### src/rtl/avg_scheduler.sv
// Block-average scheduler: tracks raster position of a monitored AXI4-Stream video
// feed, steers each pixel to its block accumulator, then walks the block averages out.
module avg_scheduler #(
    parameter int FRAME_WIDTH  = 1920,
    parameter int FRAME_HEIGHT = 1080,
    parameter int NUM_BLOCKS_X = 4,
    parameter int NUM_BLOCKS_Y = 2,
    localparam int NB   = NUM_BLOCKS_X * NUM_BLOCKS_Y,
    localparam int IDXW = (NB > 1) ? $clog2(NB) : 1
) (
    input  logic            aclk,
    input  logic            areset,
    input  logic            s_axis_video_tvalid,
    input  logic            s_axis_video_tready,
    input  logic            s_axis_video_tuser,
    input  logic            s_axis_video_tlast,
    output logic            acc_en,
    output logic            acc_first,
    output logic [IDXW-1:0] acc_idx,
    output logic            rd_valid,
    output logic [IDXW-1:0] rd_idx,
    input  logic            rd_ready,
    output logic            frame_done,
    output logic            err_line,
    output logic            err_sof,
    output logic [15:0]     frame_cnt
);

    localparam int BW  = FRAME_WIDTH / NUM_BLOCKS_X;
    localparam int BH  = FRAME_HEIGHT / NUM_BLOCKS_Y;
    localparam int XW  = (FRAME_WIDTH > 1) ? $clog2(FRAME_WIDTH) : 1;
    localparam int YW  = (FRAME_HEIGHT > 1) ? $clog2(FRAME_HEIGHT) : 1;
    localparam int BXW = (BW > 1) ? $clog2(BW) : 1;
    localparam int BYW = (BH > 1) ? $clog2(BH) : 1;

    typedef enum logic [1:0] {S_IDLE, S_ACCUM, S_DRAIN, S_READOUT} state_t;

    state_t r_state, w_state_nxt;

    logic [XW-1:0]   r_x, w_px, w_x_nxt;
    logic [YW-1:0]   r_y, w_py, w_y_nxt;
    logic [BXW-1:0]  r_ix, w_pix, w_ix_nxt;
    logic [BYW-1:0]  r_iy, w_piy, w_iy_nxt;
    logic [IDXW-1:0] r_bidx, w_pbidx, w_bidx_nxt;
    logic [IDXW-1:0] r_rowbase, w_prow, w_rowbase_nxt;

    logic            r_acc_en, r_acc_first, r_rd_valid, r_frame_done, r_err_line, r_err_sof;
    logic [IDXW-1:0] r_acc_idx, r_rd_idx, w_rd_idx_nxt;
    logic [15:0]     r_frame_cnt;

    logic w_beat, w_sof, w_take, w_x_end, w_y_end, w_line_wrap, w_eof;
    logic w_err_line, w_err_sof, w_rd_xfer, w_rd_last, w_frame_done;

    // A start-of-frame beat is always pixel (0,0), whatever the counters say.
    always_comb begin
        w_beat      = s_axis_video_tvalid & s_axis_video_tready;
        w_sof       = w_beat & s_axis_video_tuser;
        w_px        = w_sof ? '0 : r_x;
        w_py        = w_sof ? '0 : r_y;
        w_pix       = w_sof ? '0 : r_ix;
        w_piy       = w_sof ? '0 : r_iy;
        w_pbidx     = w_sof ? '0 : r_bidx;
        w_prow      = w_sof ? '0 : r_rowbase;
        w_take      = w_beat & (s_axis_video_tuser | (r_state == S_ACCUM));
        w_x_end     = (w_px == XW'(FRAME_WIDTH - 1));
        w_y_end     = (w_py == YW'(FRAME_HEIGHT - 1));
        w_line_wrap = w_x_end | s_axis_video_tlast;
        w_eof       = w_take & w_x_end & w_y_end;
        w_err_line  = w_take & (s_axis_video_tlast ^ w_x_end);
        w_err_sof   = w_sof & (((r_state == S_ACCUM) & ((r_x != '0) | (r_y != '0)))
                               | (r_state == S_DRAIN) | (r_state == S_READOUT));
        w_rd_xfer   = r_rd_valid & rd_ready;
        w_rd_last   = (r_rd_idx == IDXW'(NB - 1));
    end

    always_comb begin
        w_x_nxt       = r_x;
        w_y_nxt       = r_y;
        w_ix_nxt      = r_ix;
        w_iy_nxt      = r_iy;
        w_bidx_nxt    = r_bidx;
        w_rowbase_nxt = r_rowbase;
        if (w_take) begin
            if (w_eof) begin
                w_x_nxt       = '0;
                w_y_nxt       = '0;
                w_ix_nxt      = '0;
                w_iy_nxt      = '0;
                w_bidx_nxt    = '0;
                w_rowbase_nxt = '0;
            end else if (w_line_wrap) begin
                w_x_nxt  = '0;
                w_ix_nxt = '0;
                w_y_nxt  = w_y_end ? '0 : w_py + YW'(1);
                if (w_y_end) begin
                    w_iy_nxt      = '0;
                    w_rowbase_nxt = '0;
                end else if (w_piy == BYW'(BH - 1)) begin
                    w_iy_nxt      = '0;
                    w_rowbase_nxt = w_prow + IDXW'(NUM_BLOCKS_X);
                end else begin
                    w_iy_nxt      = w_piy + BYW'(1);
                    w_rowbase_nxt = w_prow;
                end
                w_bidx_nxt = w_rowbase_nxt;
            end else begin
                w_x_nxt       = w_px + XW'(1);
                w_y_nxt       = w_py;
                w_iy_nxt      = w_piy;
                w_rowbase_nxt = w_prow;
                if (w_pix == BXW'(BW - 1)) begin
                    w_ix_nxt   = '0;
                    w_bidx_nxt = w_pbidx + IDXW'(1);
                end else begin
                    w_ix_nxt   = w_pix + BXW'(1);
                    w_bidx_nxt = w_pbidx;
                end
            end
        end
    end

    // Any accepted pixel (including a restart) decides the state; otherwise DRAIN and READOUT advance.
    always_comb begin
        w_state_nxt  = r_state;
        w_frame_done = 1'b0;
        if (w_take) begin
            w_state_nxt = w_eof ? S_DRAIN : S_ACCUM;
        end else begin
            case (r_state)
                S_DRAIN: begin
                    w_state_nxt  = S_READOUT;
                    w_frame_done = 1'b1;
                end
                S_READOUT: begin
                    if (w_rd_xfer && w_rd_last) w_state_nxt = S_IDLE;
                end
                default: w_state_nxt = r_state;
            endcase
        end
        w_rd_idx_nxt = '0;
        if (w_state_nxt == S_READOUT && r_state == S_READOUT)
            w_rd_idx_nxt = w_rd_xfer ? r_rd_idx + IDXW'(1) : r_rd_idx;
    end

    always_ff @(posedge aclk or posedge areset) begin
        if (areset) begin
            r_state <= S_IDLE;
        end else begin
            r_state <= w_state_nxt;
        end
    end

    always_ff @(posedge aclk or posedge areset) begin
        if (areset) begin
            r_x         <= '0;
            r_y         <= '0;
            r_ix        <= '0;
            r_iy        <= '0;
            r_bidx      <= '0;
            r_rowbase   <= '0;
            r_acc_en    <= 1'b0;
            r_acc_first <= 1'b0;
            r_acc_idx   <= '0;
            r_rd_valid  <= 1'b0;
            r_rd_idx    <= '0;
            r_frame_done <= 1'b0;
            r_err_line  <= 1'b0;
            r_err_sof   <= 1'b0;
            r_frame_cnt <= '0;
        end else begin
            r_x         <= w_x_nxt;
            r_y         <= w_y_nxt;
            r_ix        <= w_ix_nxt;
            r_iy        <= w_iy_nxt;
            r_bidx      <= w_bidx_nxt;
            r_rowbase   <= w_rowbase_nxt;
            r_acc_en    <= w_take;
            r_acc_first <= w_take & (w_pix == '0) & (w_piy == '0);
            if (w_take) r_acc_idx <= w_pbidx;
            r_rd_valid  <= (w_state_nxt == S_READOUT);
            r_rd_idx    <= w_rd_idx_nxt;
            r_frame_done <= w_frame_done;
            r_err_line  <= w_err_line;
            r_err_sof   <= w_err_sof;
            if (w_frame_done) r_frame_cnt <= r_frame_cnt + 16'd1;
        end
    end

    assign acc_en     = r_acc_en;
    assign acc_first  = r_acc_first;
    assign acc_idx    = r_acc_idx;
    assign rd_valid   = r_rd_valid;
    assign rd_idx     = r_rd_idx;
    assign frame_done = r_frame_done;
    assign err_line   = r_err_line;
    assign err_sof    = r_err_sof;
    assign frame_cnt  = r_frame_cnt;

endmodule

### config.mk
export PLATFORM = sky130hd
export DESIGN_NAME = avg_scheduler
export DESIGN_NICKNAME = d
export VERILOG_FILES = /design/src/rtl/avg_scheduler.sv
export SDC_FILE = /design/constraint.sdc
export NUM_CORES = 1
export LEC_CHECK = 0
export BUFFER_PORTS_ARGS = -buffer_cell sky130_fd_sc_hd__buf_2
export CAP_MARGIN = 20
export CELL_PAD_IN_SITES_DETAIL_PLACEMENT = 2
export CELL_PAD_IN_SITES_GLOBAL_PLACEMENT = 2
export CORE_MARGIN = 2
export CORE_UTILIZATION = 37
export DETAILED_ROUTE_END_ITERATION = 16
export HOLD_SLACK_MARGIN = 0.08
export PLACE_DENSITY_LB_ADDON = 0.2
export SLEW_MARGIN = 30
export SYNTH_ARGS = -nofsm -noshare
export SYNTH_HDL_FRONTEND = slang
export SYNTH_SLANG_ARGS = --single-unit
### constraint.sdc
create_clock -name aclk -period 3.2 [get_ports aclk]
set_input_delay 0.48 -clock aclk [delete_from_list [all_inputs] [get_ports aclk]]
set_output_delay 0.48 -clock aclk [all_outputs]
set_load 0.01 [all_outputs]
Word level (Yosys, flattened, before mapping):

Index checks and enable logic that the tools add are counted.

* bitwise operators: 17
* equal/unequal tests: 10
* reduce and logical (&&, ||, !) cells: 6
* muxes and demuxes: 33
* add/sub/neg operators: 8

Operators with widths (number)
* 2-to-1 mux 11 bit: 7
* 2-to-1 mux 10 bit: 5
* 2-to-1 mux 9 bit: 4
* 2-to-1 mux 3 bit: 11
* adder 11 x 1 -> 11 bit (second input constant): 2
* equality test 11 bit (second input constant): 2
* nonzero test 11 bit: 2
* adder 16 x 1 -> 16 bit (second input constant): 1
* AND 1 bit: 11
* adder 10 x 1 -> 10 bit (second input constant): 1
* equality test 10 bit (second input constant): 1
* logical NOT 10 bit: 1
* adder 9 x 1 -> 9 bit (second input constant): 1
* equality test 9 bit (second input constant): 1
* logical NOT 9 bit: 1
* adder 3 x 1 -> 3 bit (second input constant): 2
* equality test 2 bit (second input constant): 3
* 2-to-1 mux 2 bit: 3
* bitwise OR 1 bit: 5
* case mux 2 bit (2 select lines): 1
* adder 3 bit (second input constant): 1
* equality test 3 bit (second input constant): 1
* equality test 2 x 1 -> 1 bit (second input constant): 1
* logical AND 1 bit: 2
* 3 further kinds: 4

* flip-flop bits (word level): 77
* output and inout port bits: 28
* input bits: 7
* word-level logic and storage cells: 90

Depth between registers and ports, before layout:

Gate-level depths: netlist of run 1.

* depth after elaboration: 11
* mapped depth: 14
* mapped depth without buffers: 12

Worst setup path after synthesis of run 1:

Ideal clock, no wire load.

* path type: input -> register
* start: input s_axis_video_tvalid
* end: register r_y[9]
* path slack: -0.110 ns
* arrival time: 3.184 ns
* library setup time: 0.126 ns
* buffers on the path: 2
* stages: 14
* cell sequence: nand3_1 clkbuf_1 and2_1 ha_1 nand4_1 nor4_4 inv_2 ha_1 clkbuf_1 nand4b_1 nor4_1 nand3_1 a31oi_1 o21ai_0

* cells in the longest elaborated chain, start to end: 7
* elaborated cells between the ends (all ways): 14
* classes of those cells: add/sub: 1; eq/ne: 2; mux: 5; bitwise: 6

RTL lines
* start, declared: line 13 `input logic s_axis_video_tvalid,`
* AND 1 bit (*): line 56 `w_beat = s_axis_video_tvalid & s_axis_video_tready;`
* AND 1 bit: line 57 `w_sof = w_beat & s_axis_video_tuser;`
* 2-to-1 mux 11 bit, on equally long branches: line 59, 58
* adder 11 x 1 -> 11 bit, or another cell as far along: line 94 `w_y_nxt = w_y_end ? '0 : w_py + YW'(1);`
* 2-to-1 mux 11 bit, or another cell as far along: line 94
* 2-to-1 mux 11 bit / AND 1 bit (equally long branches): line 91, 68
* 2-to-1 mux 11 bit: line 84 `if (w_eof) begin`
* end signal, assigned: line 172 `r_y <= w_y_nxt;`
* end, declared: line 41 `logic [YW-1:0] r_y, w_py, w_y_nxt;`

Mark *: on every way between the ends. The rest lies on a longest branch, timed or not.
A chain may end at the register's enable or synchronous reset.

Worst setup path after layout of run 1:

* start: register r_x[0]
* end: register r_iy[7]

* cells in the longest elaborated chain, start to end: 5
* elaborated cells between the ends (all ways): 7
* classes of those cells: eq/ne: 1; mux: 3; bitwise: 3

RTL lines
* start, declared: line 40 `logic [XW-1:0] r_x, w_px, w_x_nxt;`
* start signal, assigned: line 171 `r_x <= w_x_nxt;`
* 2-to-1 mux 11 bit (*): line 58 `w_px = w_sof ? '0 : r_x;`
* equality test 11 bit (*): line 65 `w_x_end = (w_px == XW'(FRAME_WIDTH - 1));`
* bitwise OR 1 bit / AND 1 bit (equally long branches): line 67, 68
* 2-to-1 mux 10 bit / AND 1 bit (equally long branches): line 91, 68
* 2-to-1 mux 10 bit (*): line 84
* end signal, assigned: line 174 `r_iy <= w_iy_nxt;`
* end, declared: line 43 `logic [BYW-1:0] r_iy, w_piy, w_iy_nxt;`

Marked as above.

==> flow_metrics.env, run 1 <==
export IMPL_status="completed"
export IMPL_p_total_mw=2.661
export IMPL_cpMaxStageDelayCell="or4_1"
export IMPL_dieHeight_um=111.3
export IMPL_wl_per_cell_um=20.51
export IMPL_worstReg2RegStart="r_x[0]"
export IMPL_drive_gt1_share_pct=15.47
export IMPL_clock_skew_ns=0.005569
export IMPL_setup_viol=0
export IMPL_maxSlewViolCount=0
export IMPL_grt_max_degree=45
export IMPL_peakVddDrop_uv=269.6
export IMPL_ant_nets=0
export IMPL_yosys_warnings=0
export IMPL_cp_cell_sequence="and2_1 -> ha_1 -> nand4_1 -> nor4_4 -> inv_2 -> ha_1 -> nand4b_1 -> or4_1 -> a41oi_1 -> mux2i_1"
export IMPL_layout_setup_ws_ns=0.2650
export IMPL_critPathArrivalTime_ns=3.16
export IMPL_rsz0062_at_grt="false"
export IMPL_grt_pass1_vias=4316
export IMPL_path_delay_family="simple AND/OR/NAND/NOR gates"
export IMPL_dp_hpwl_mm=9.532
export IMPL_initial_core_util_pct=37.62
export IMPL_antennaDiodeCount=0
export IMPL_ys_async_sr_fraction_pct=100.0
export IMPL_reg2reg_depth=10
export IMPL_netlist_instances=480
export IMPL_vias=3890
export IMPL_wirelength_mm=13.81
export IMPL_dr_pass1_iters=4
export IMPL_slew_headroom_pct=44.50
export IMPL_io_buffer_count=34
export IMPL_worst_path_max_fanout=9
export IMPL_synth_avg_cell_area_um2=8.873
export IMPL_min_period_ns=2.935
export IMPL_num_rows=39
export IMPL_overflow=0
export IMPL_synth_top_area_share_pct=45.24
export IMPL_antenna_found_initial=0
export IMPL_layout_nets=543
export IMPL_core_area_mm2=0.01132
export IMPL_critPathMaxStageDelay_ns=0.53
export IMPL_yosys_area_top_type="dfrtp_1"
export IMPL_r2r_end="r_iy[7]"
export IMPL_ys_top_cells_by_area="dfrtp_1 (45%), nand2_1 (7.1%), nand3_1 (3.8%)"
export IMPL_yosysSeqAreaShare_pct=45.24
export IMPL_hold_viol=0
export IMPL_clk_path_buf_depth=2
export IMPL_finalCritPeriodShare_pct=91.72
export IMPL_cts_tree="built"
export IMPL_place_area_mm2=0.004695
export IMPL_cp_start_kind="register"
export IMPL_hold_buffers=0
export IMPL_fill_cells=1253
export IMPL_syn_nets=498
export IMPL_fmax_ghz=0.3407
export IMPL_final_design_area_no_fill_mm2=0.005027
export IMPL_crit_cells=10
export IMPL_grt_use_total_pct=23.52
export IMPL_cp_required_ns=3.42
export IMPL_area_growth_pct=18.04
export IMPL_tightest_slew_ns=0.8325
export IMPL_grt_pass1_wl_mm=23.12
export IMPL_crit_top_cell="ha_1"
export IMPL_place_gp_congestion=0.8026
export IMPL_synth_edf_count=0
export IMPL_yosys_register_bits=77
export IMPL_drc=0
export IMPL_hp_class="in2async"
export IMPL_drt_iter0_markers=109
export IMPL_h_tree_depth=3
export IMPL_cp_num_buf_inv=1
export IMPL_cap_viol_max_count=0
export IMPL_critical_path_endpoint_type="register"
export IMPL_cts_buffers=9
export IMPL_root_buffer="clkbuf_16"
export IMPL_viasPerCell=5.780
export IMPL_io_pins=35
export IMPL_numClockSinks=77
export IMPL_p_leak_nw=2.274
export IMPL_clock_latency_ns=0.35
export IMPL_syn_cell_area_mm2=0.004259
export IMPL_fin_setup_tns_ns=0
export IMPL_die_w_um=111.3
export IMPL_synthFlopType="dfrtp_1"
export IMPL_path_class="reg2reg"
export IMPL_rrSetupSlack_ns=0.27
export IMPL_design_die_area_mm2=0.01239
export IMPL_clkTransAtPathRegs_ns=0.06
export IMPL_power_density_mw_per_mm2=529.2
export IMPL_synth_cell_type_count=58
export IMPL_place_ws_ns=-0.08345
==> worst register-to-register path: stages (launching register included) <==
cell and delay, ns:
dfrtp_1 0.41, and2_1 0.20, ha_1 0.18, nand4_1 0.21, nor4_4 0.24, inv_2 0.07, ha_1 0.31, nand4b_1 0.34
or4_1 0.53, a41oi_1 0.22, mux2i_1 0.10
==> stage by stage <==
| stage | utilization (%) | cells | hold slack, ns |
|---|---|---|---|
| global route | 44.41 | 673 | 0.3350 |
| global placement | 41.47 | 657 | 0.4528 |
| floorplan | - | 480 | 0.4702 |
| finish | 44.41 | 673 | 0.2609 |
| detailed placement | 41.47 | 657 | 0.4568 |
| CTS | 44.35 | 673 | 0.3099 |
==> kinds of logic after synthesis <==
group,synth area share [%]
and+or+nand+nor,27.41
muxes,1.675
AOI/OAI and AO/OA,13.63
buffers and inverters,4.289
adders and majority gates,3.231
xor gates and xnor gates,4.524
DFF,45.24
==> sequential cells by signal (all words and copies together), names as in the netlist, 2 cells and up <==
register and count:
rd_idx 3, r_rowbase 3, r_x 11, acc_idx 3, r_y 11, r_bidx 3
r_state 2, r_iy 10, r_ix 9, frame_cnt 16
==> worst max path at each step <==
stage / startpoint / to / slack [ns]
global placement: s_axis_video_tuser / r_iy[7] / 0.11
global route: r_x[0] / r_y[9] / 0.05
CTS: r_x[1] / r_y[10] / 0.24
finish: r_x[0] / r_iy[7] / 0.27
floorplan: s_axis_video_tvalid / r_y[9] / 0.03
detailed placement: s_axis_video_tuser / r_y[10] / -0.08
==> placed cells by master (no fill, tap or decap), types with 3 or more instances in the layout <==
cell and n:
buf_4 22, nand4b_1 7, dfrtp_1 77, inv_1 19, o31ai_1 4, clkinv_2 3
xor2_1 10, nor3_1 12, nor2_1 23, a31oi_1 17, o211ai_1 4, a41oi_1 3
a21oi_1 19, and2_1 9, nor4_1 8, nand4_1 20, and3_1 9, clkbuf_16 9
nand3b_1 3, or3_1 9, mux2i_1 6, a21o_1 3, o21ai_0 21, o22ai_1 3
nand3_1 32, buf_2 34, nand2_1 81, xnor2_1 12, ha_1 11
==> Yosys cell counts, types with 7 or more instances <==
master	count
nand2_1	81
dfrtp_1	77
nand3_1	32
nor2_1	23
o21ai_0	21
inv_1	20
nand4_1	20
a21oi_1	19
a31oi_1	17
clkbuf_1	15
nor3_1	12
xnor2_1	12
ha_1	11
xor2_1	10
and2_1	9
and3_1	9
nor4_1	9
or3_1	9
nand4b_1	7
==> cell type report <==
type / count / area, um2 / area share, %
Clock buffer: 12 / 256.5 / 5.102
Multi-Input combinational cell: 358 / 2156 / 42.88
Sequential cell: 77 / 1927 / 38.33
Timing Repair Buffer: 57 / 355.3 / 7.068
Inverter: 22 / 83.83 / 1.667
Clock inverter: 4 / 70.07 / 1.394
Tap cell: 143 / 178.9 / 3.559
==> per-layer routing <==
layer / track usage [%] / part of all wire [%]
met4: 8.807 / 2.2
met5: 0 / 0
met1: 27.73 / 43
met3: 3.116 / 2.0
met2: 43.37 / 53
==> repair_timing <==
action | CTS | global route
resized for setup | 0 | 1
setup buffers | 0 | 0
setup endpoints to repair | 0 | 1
==> where the power goes <==
group | switching (mW) | internal [mW]
logic | 0.243 | 0.147
registers | 0.0842 | 1.04
clock network | 0.420 | 0.724
No activity file was read; power rests on OpenSTA's default activity.
==> run 2, diff against run 1 <==
--- a/config.mk
+++ b/config.mk
@@ -10,5 +10,4 @@
 export CELL_PAD_IN_SITES_DETAIL_PLACEMENT = 2
 export CELL_PAD_IN_SITES_GLOBAL_PLACEMENT = 2
-export CORE_MARGIN = 2
 export CORE_UTILIZATION = 37
 export DETAILED_ROUTE_END_ITERATION = 16
==> constraint.sdc (replaced) <==
create_clock -name aclk -period 3.2 [get_ports aclk]
set_input_delay 0.64 -clock aclk [delete_from_list [all_inputs] [get_ports aclk]]
set_output_delay 0.64 -clock aclk [all_outputs]
set_load 0.01 [all_outputs]
==> flow_metrics.env, run 2 (synthesized netlist as in run 1, its figures left out) <==
export IMPL_fill_cells=1198
export IMPL_grt_use_total_pct=25.94
export IMPL_setup_viol=0
export IMPL_cp_start_kind="primary input"
export IMPL_drt_iter0_markers=194
export IMPL_grt_pass1_wl_mm=23.34
export IMPL_p_clk_share_pct=43.4
export IMPL_core_area_mm2=0.01103
export IMPL_seqPwrFrac_pct=41.3
export IMPL_largest_reg_flops=16
export IMPL_wirelength_mm=14.34
export IMPL_rsz0062_at_grt="false"
export IMPL_critPathArrivalTime_ns=3.11
export IMPL_layout_nets=547
export IMPL_viasPerCell=5.961
export IMPL_cts_tree="built"
export IMPL_io_pins=35
export IMPL_rrSetupSlack_ns=0.40
export IMPL_finalCritPeriodShare_pct=90.47
export IMPL_hold_viol=0
export IMPL_grt_busiest_layer="met2"
export IMPL_cp_endpoint="r_iy[2]"
export IMPL_switchingPower_mw=0.7690
export IMPL_cp_num_buf_inv=4
export IMPL_mostFrequentLayoutCell="nand2_1"
export IMPL_hold_buffers=0
export IMPL_antenna_found_initial=0
export IMPL_root_buffer="clkbuf_16"
export IMPL_final_design_area_no_fill_mm2=0.005091
export IMPL_holdWs_ns=0.4019
export IMPL_worstReg2RegStart="r_x[0]"
export IMPL_critical_path_endpoint_type="register"
export IMPL_design_die_area_mm2=0.01194
export IMPL_cts_buffers=9
export IMPL_drc=0
export IMPL_crit_cells=15
export IMPL_h_tree_depth=3
export IMPL_r2r_end="r_iy[2]"
export IMPL_grtUsageMet3_pct=4.624
export IMPL_swShare_pct=28.17
export IMPL_final_cell_mix="nand2_1 (81), dfrtp_1 (77), buf_2 (34)"
export IMPL_p_total_mw=2.730
export IMPL_antennaDiodeCount=0
export IMPL_status="completed"
export IMPL_min_period_ns=2.895
export IMPL_cap_viol_max_count=0
export IMPL_drive_gt1_share_pct=16.48
export IMPL_path_delay_family="simple AND/OR/NAND/NOR gates"
export IMPL_num_rows=38
export IMPL_clock_latency_ns=0.34
export IMPL_peakVddDrop_uv=296.9
export IMPL_ant_nets=0
export IMPL_fmax_ghz=0.3454
export IMPL_overflow=0
export IMPL_use_met2_pct=47.35
export IMPL_area_growth_pct=19.54
export IMPL_cpMaxStageDelayCell="ha_1"
export IMPL_clk_path_buf_depth=2
export IMPL_post_cts_resized=0
export IMPL_clock_skew_ns=0.009719
export IMPL_tightest_slew_ns=0.7892
export IMPL_intPower_mw=1.961
export IMPL_slew_headroom_pct=46.65
export IMPL_die_w_um=109.3
export IMPL_numClockSinks=77
export IMPL_cp_cell_sequence="buf_2 -> nand3_2 -> and2_1 -> ha_1 -> nand4_1 -> nor4_4 -> inv_2 -> ha_1 -> buf_4 -> nor2b_1 -> nand4_1 -> buf_4 -> a21o_1 -> nand4_1 -> o21ai_0"
export IMPL_maxSlewViolCount=0
export IMPL_worst_path_max_fanout=9
export IMPL_use_met1_pct=30.11
export IMPL_vias=4018
export IMPL_critPathMaxStageDelay_ns=0.29
export IMPL_dieHeight_um=109.3
export IMPL_place_gp_congestion=0.7927
export IMPL_path_class="in2reg"
export IMPL_combPwrFrac_pct=15.4
export IMPL_initial_core_util_pct=38.61
export IMPL_place_area_mm2=0.004745
export IMPL_cp_required_ns=3.41
export IMPL_io_buffer_count=34
export IMPL_power_density_mw_per_mm2=536.3
export IMPL_grt_pass1_vias=4408
export IMPL_critPathLaunch="s_axis_video_tuser"
export IMPL_p_leak_nw=2.293
export IMPL_cts_setup_buffers=0
export IMPL_reg2reg_depth=13
export IMPL_clkTransAtPathRegs_ns=0.06
export IMPL_dp_hpwl_mm=9.694
export IMPL_dr_pass1_iters=4
export IMPL_crit_top_cell="nand4_1"
export IMPL_hp_class="in2async"
export IMPL_grt_max_degree=41
export IMPL_wl_per_cell_um=21.27
==> run 2: layout make-up <==
| type | instances | area [um2] | area share [%] |
|---|---|---|---|
| clock inverters | 6 | 111.4 | 2.187 |
| multi-input cells | 358 | 2167 | 42.57 |
| flip-flops and latches | 77 | 1927 | 37.85 |
| well taps | 140 | 175.2 | 3.441 |
| clock buffers | 10 | 229.0 | 4.497 |
| repair buffers | 61 | 397.9 | 7.815 |
| inverters | 22 | 83.83 | 1.647 |
==> run 2: layer usage <==
layer	up-vias	routed length [um]	part of all wire, %
met5	-	0	0
li1	1840	-	-
met4	0	318	2.2
met1	2066	6225	43
met2	84	7436	52
met3	28	355	2.5
==> run 2: worst min-delay path by stage <==
stage,from,to,slack [ns],cells after the start
finish,areset,rd_idx[2],0.40,2
global route,areset,rd_idx[2],0.45,2
CTS,areset,rd_idx[2],0.42,2
detailed placement,frame_cnt[15],frame_cnt[15],0.47,1
global placement,frame_cnt[15],frame_cnt[15],0.45,1
floorplan,r_rowbase[0],r_rowbase[0],0.47,2
==> run 2: through the flow <==
step	TNS [ns]	setup WS, ns	util [%]	instances
3_5_place_dp	-0.1093	-0.05242	43.01	658
3_3_place_gp	0	0.06983	43.01	658
6_report	0	0.3049	46.15	674
4_1_cts	0	0.2053	46.10	674
2_1_floorplan	0	0.04129	-	480
5_1_grt	0	0.01503	46.15	674
==> run 2: power groups by stage <==
stage	clock, mW	combinational, mW	sequential, mW
floorplan	0	0.266	1.11
CTS	1.21	0.425	1.13
finish	1.18	0.419	1.13
detailed placement	0	0.413	1.14
global placement	0	0.384	1.14
global route	1.24	0.464	1.14
==> run 2: worst register-to-register path: cells and delay by family (launching register included) <==
kind | cells | cell delay [ns]
buffers and inverters | 3 | 0.49
AO/OA/AOI/OAI | 2 | 0.29
flip-flops | 1 | 0.41
adder cells (fa/ha/maj) | 2 | 0.47
AND/OR/NAND/NOR | 6 | 1.03
==> run 3, diff against run 2 <==
Settings changed: CORE_MARGIN set to 4.
==> flow_metrics.env, run 3 (synthesized netlist as in run 1, its figures left out) <==
export IMPL_status="completed"
export IMPL_grt_pass1_vias=4529
export IMPL_clock_latency_ns=0.35
export IMPL_wl_per_cell_um=21.18
export IMPL_layout_nets=547
export IMPL_path_class="in2reg"
export IMPL_vias=3992
export IMPL_worst_path_max_fanout=9
export IMPL_drt_iter0_markers=112
export IMPL_wirelength_mm=14.26
export IMPL_fin_setup_tns_ns=0
export IMPL_io_buffer_count=34
export IMPL_hold_viol=0
export IMPL_grt_pass1_wl_mm=24.01
export IMPL_tightest_slew_ns=0.6765
export IMPL_viasPerCell=5.932
export IMPL_critical_path_endpoint_type="register"
export IMPL_place_gp_congestion=0.8261
export IMPL_overflow=0
export IMPL_die_w_um=115.3
export IMPL_hold_buffers=0
export IMPL_holdWs_ns=0.3990
export IMPL_cp_required_ns=3.42
export IMPL_cap_viol_max_count=0
export IMPL_cpMaxStageDelayCell="ha_1"
export IMPL_setup_viol=0
export IMPL_cp_num_buf_inv=4
export IMPL_core_area_mm2=0.01103
export IMPL_cts_tree="built"
export IMPL_min_period_ns=2.889
export IMPL_root_buffer="clkbuf_16"
export IMPL_initial_core_util_pct=38.61
export IMPL_power_density_mw_per_mm2=495.2
export IMPL_rsz0062_at_grt="false"
export IMPL_largest_reg_flops=16
export IMPL_antenna_found_initial=0
export IMPL_io_pins=35
export IMPL_clkTransAtPathRegs_ns=0.06
export IMPL_cts_setup_buffers=0
export IMPL_ant_nets=0
export IMPL_h_tree_depth=3
export IMPL_drc=0
export IMPL_path_delay_family="simple AND/OR/NAND/NOR gates"
export IMPL_dp_hpwl_mm=10.14
export IMPL_design_die_area_mm2=0.01329
export IMPL_finalCritPeriodShare_pct=90.30
export IMPL_peakVddDrop_uv=264.3
export IMPL_cp_cell_sequence="buf_2 -> nand3_2 -> and2_1 -> ha_1 -> nand4_1 -> nor4_4 -> inv_2 -> ha_1 -> buf_4 -> nor2b_1 -> nand4_1 -> buf_4 -> a21o_1 -> nand4_1 -> o21ai_0"
export IMPL_antennaDiodeCount=0
export IMPL_dieHeight_um=115.3
export IMPL_hp_class="in2async"
export IMPL_num_rows=38
export IMPL_cp_start_kind="primary input"
export IMPL_cts_buffers=9
export IMPL_numClockSinks=77
export IMPL_p_leak_nw=2.265
export IMPL_drive_gt1_share_pct=16.70
export IMPL_clock_skew_ns=0.007344
export IMPL_grt_max_degree=50
export IMPL_mostFrequentLayoutCell="nand2_1"
export IMPL_fmax_ghz=0.3461
export IMPL_grt_use_total_pct=23.02
export IMPL_final_cell_mix="nand2_1 (81), dfrtp_1 (77), buf_2 (34)"
export IMPL_clk_path_buf_depth=2
export IMPL_post_cts_resized=0
export IMPL_area_growth_pct=17.69
export IMPL_dr_pass1_iters=4
export IMPL_crit_top_cell="nand4_1"
export IMPL_slew_headroom_pct=54.27
export IMPL_fill_cells=1221
export IMPL_critPathMaxStageDelay_ns=0.28
export IMPL_critPathArrivalTime_ns=3.11
export IMPL_maxSlewViolCount=0
==> run 3: path summary, 6_finish.rpt <==
check,startpoint,to,slack (ns),depth (start not counted)
min in group aclk,frame_cnt[6],frame_cnt[6],0.50,1
worst max-delay path,s_axis_video_tuser,r_iy[2],0.31,15
worst max register to register,r_x[1],r_iy[2],0.44,13
max in group asynchronous,areset,r_bidx[1],2.10,3
worst min register to register,frame_cnt[6],frame_cnt[6],0.50,1
worst min-delay path,areset,frame_cnt[15],0.40,2
==> run 3: routing by layer <==
layer / track usage [%] / up-vias / routed length (um)
met4: 8.998 / 0 / 319
met2: 42.55 / 65 / 7521
met3: 2.842 / 24 / 432
met5: 0 / - / 0
li1: - / 1830 / -
met1: 26.91 / 2073 / 5983
==> run 3: worst reg2reg max path: cells and delay by family (launching register included) <==
kind,cells,cell delay (ns)
compound gates,2,0.28
fa+ha+maj,2,0.46
buf+inv,3,0.48
flops,1,0.40
simple gates,6,1.03
==> run 3: through the flow <==
step	cell area, um2	setup slack (ns)	total power, mW	utilization [%]	std cells
after detailed placement	4732	-0.09333	1.550	42.90	658
after CTS	4999	0.2335	2.517	45.32	673
after global placement	4732	0.1062	1.523	42.90	658
after global routing	5012	0.08130	2.614	45.44	673
after floorplan	4280	0.04129	1.380	-	480
final	5012	0.3106	2.482	45.44	673
==> run 3: cell type report <==
cell class                      count  area (um2)  share of cell area, %
Multi-Input combinational cell    358        2173                  43.36
Sequential cell                    77        1927                  38.44
Timing Repair Buffer               61       385.4                  7.688
Clock buffer                       10       239.0                  4.768
Tap cell                          140       175.2                  3.495
Inverter                           22       85.08                  1.697
Clock inverter                      5       27.53                 0.5492
==> run 3: report_power, final <==
part / switching, mW / internal (mW)
Clock: 0.409 / 0.536
Sequential: 0.0832 / 1.04
Combinational: 0.257 / 0.153
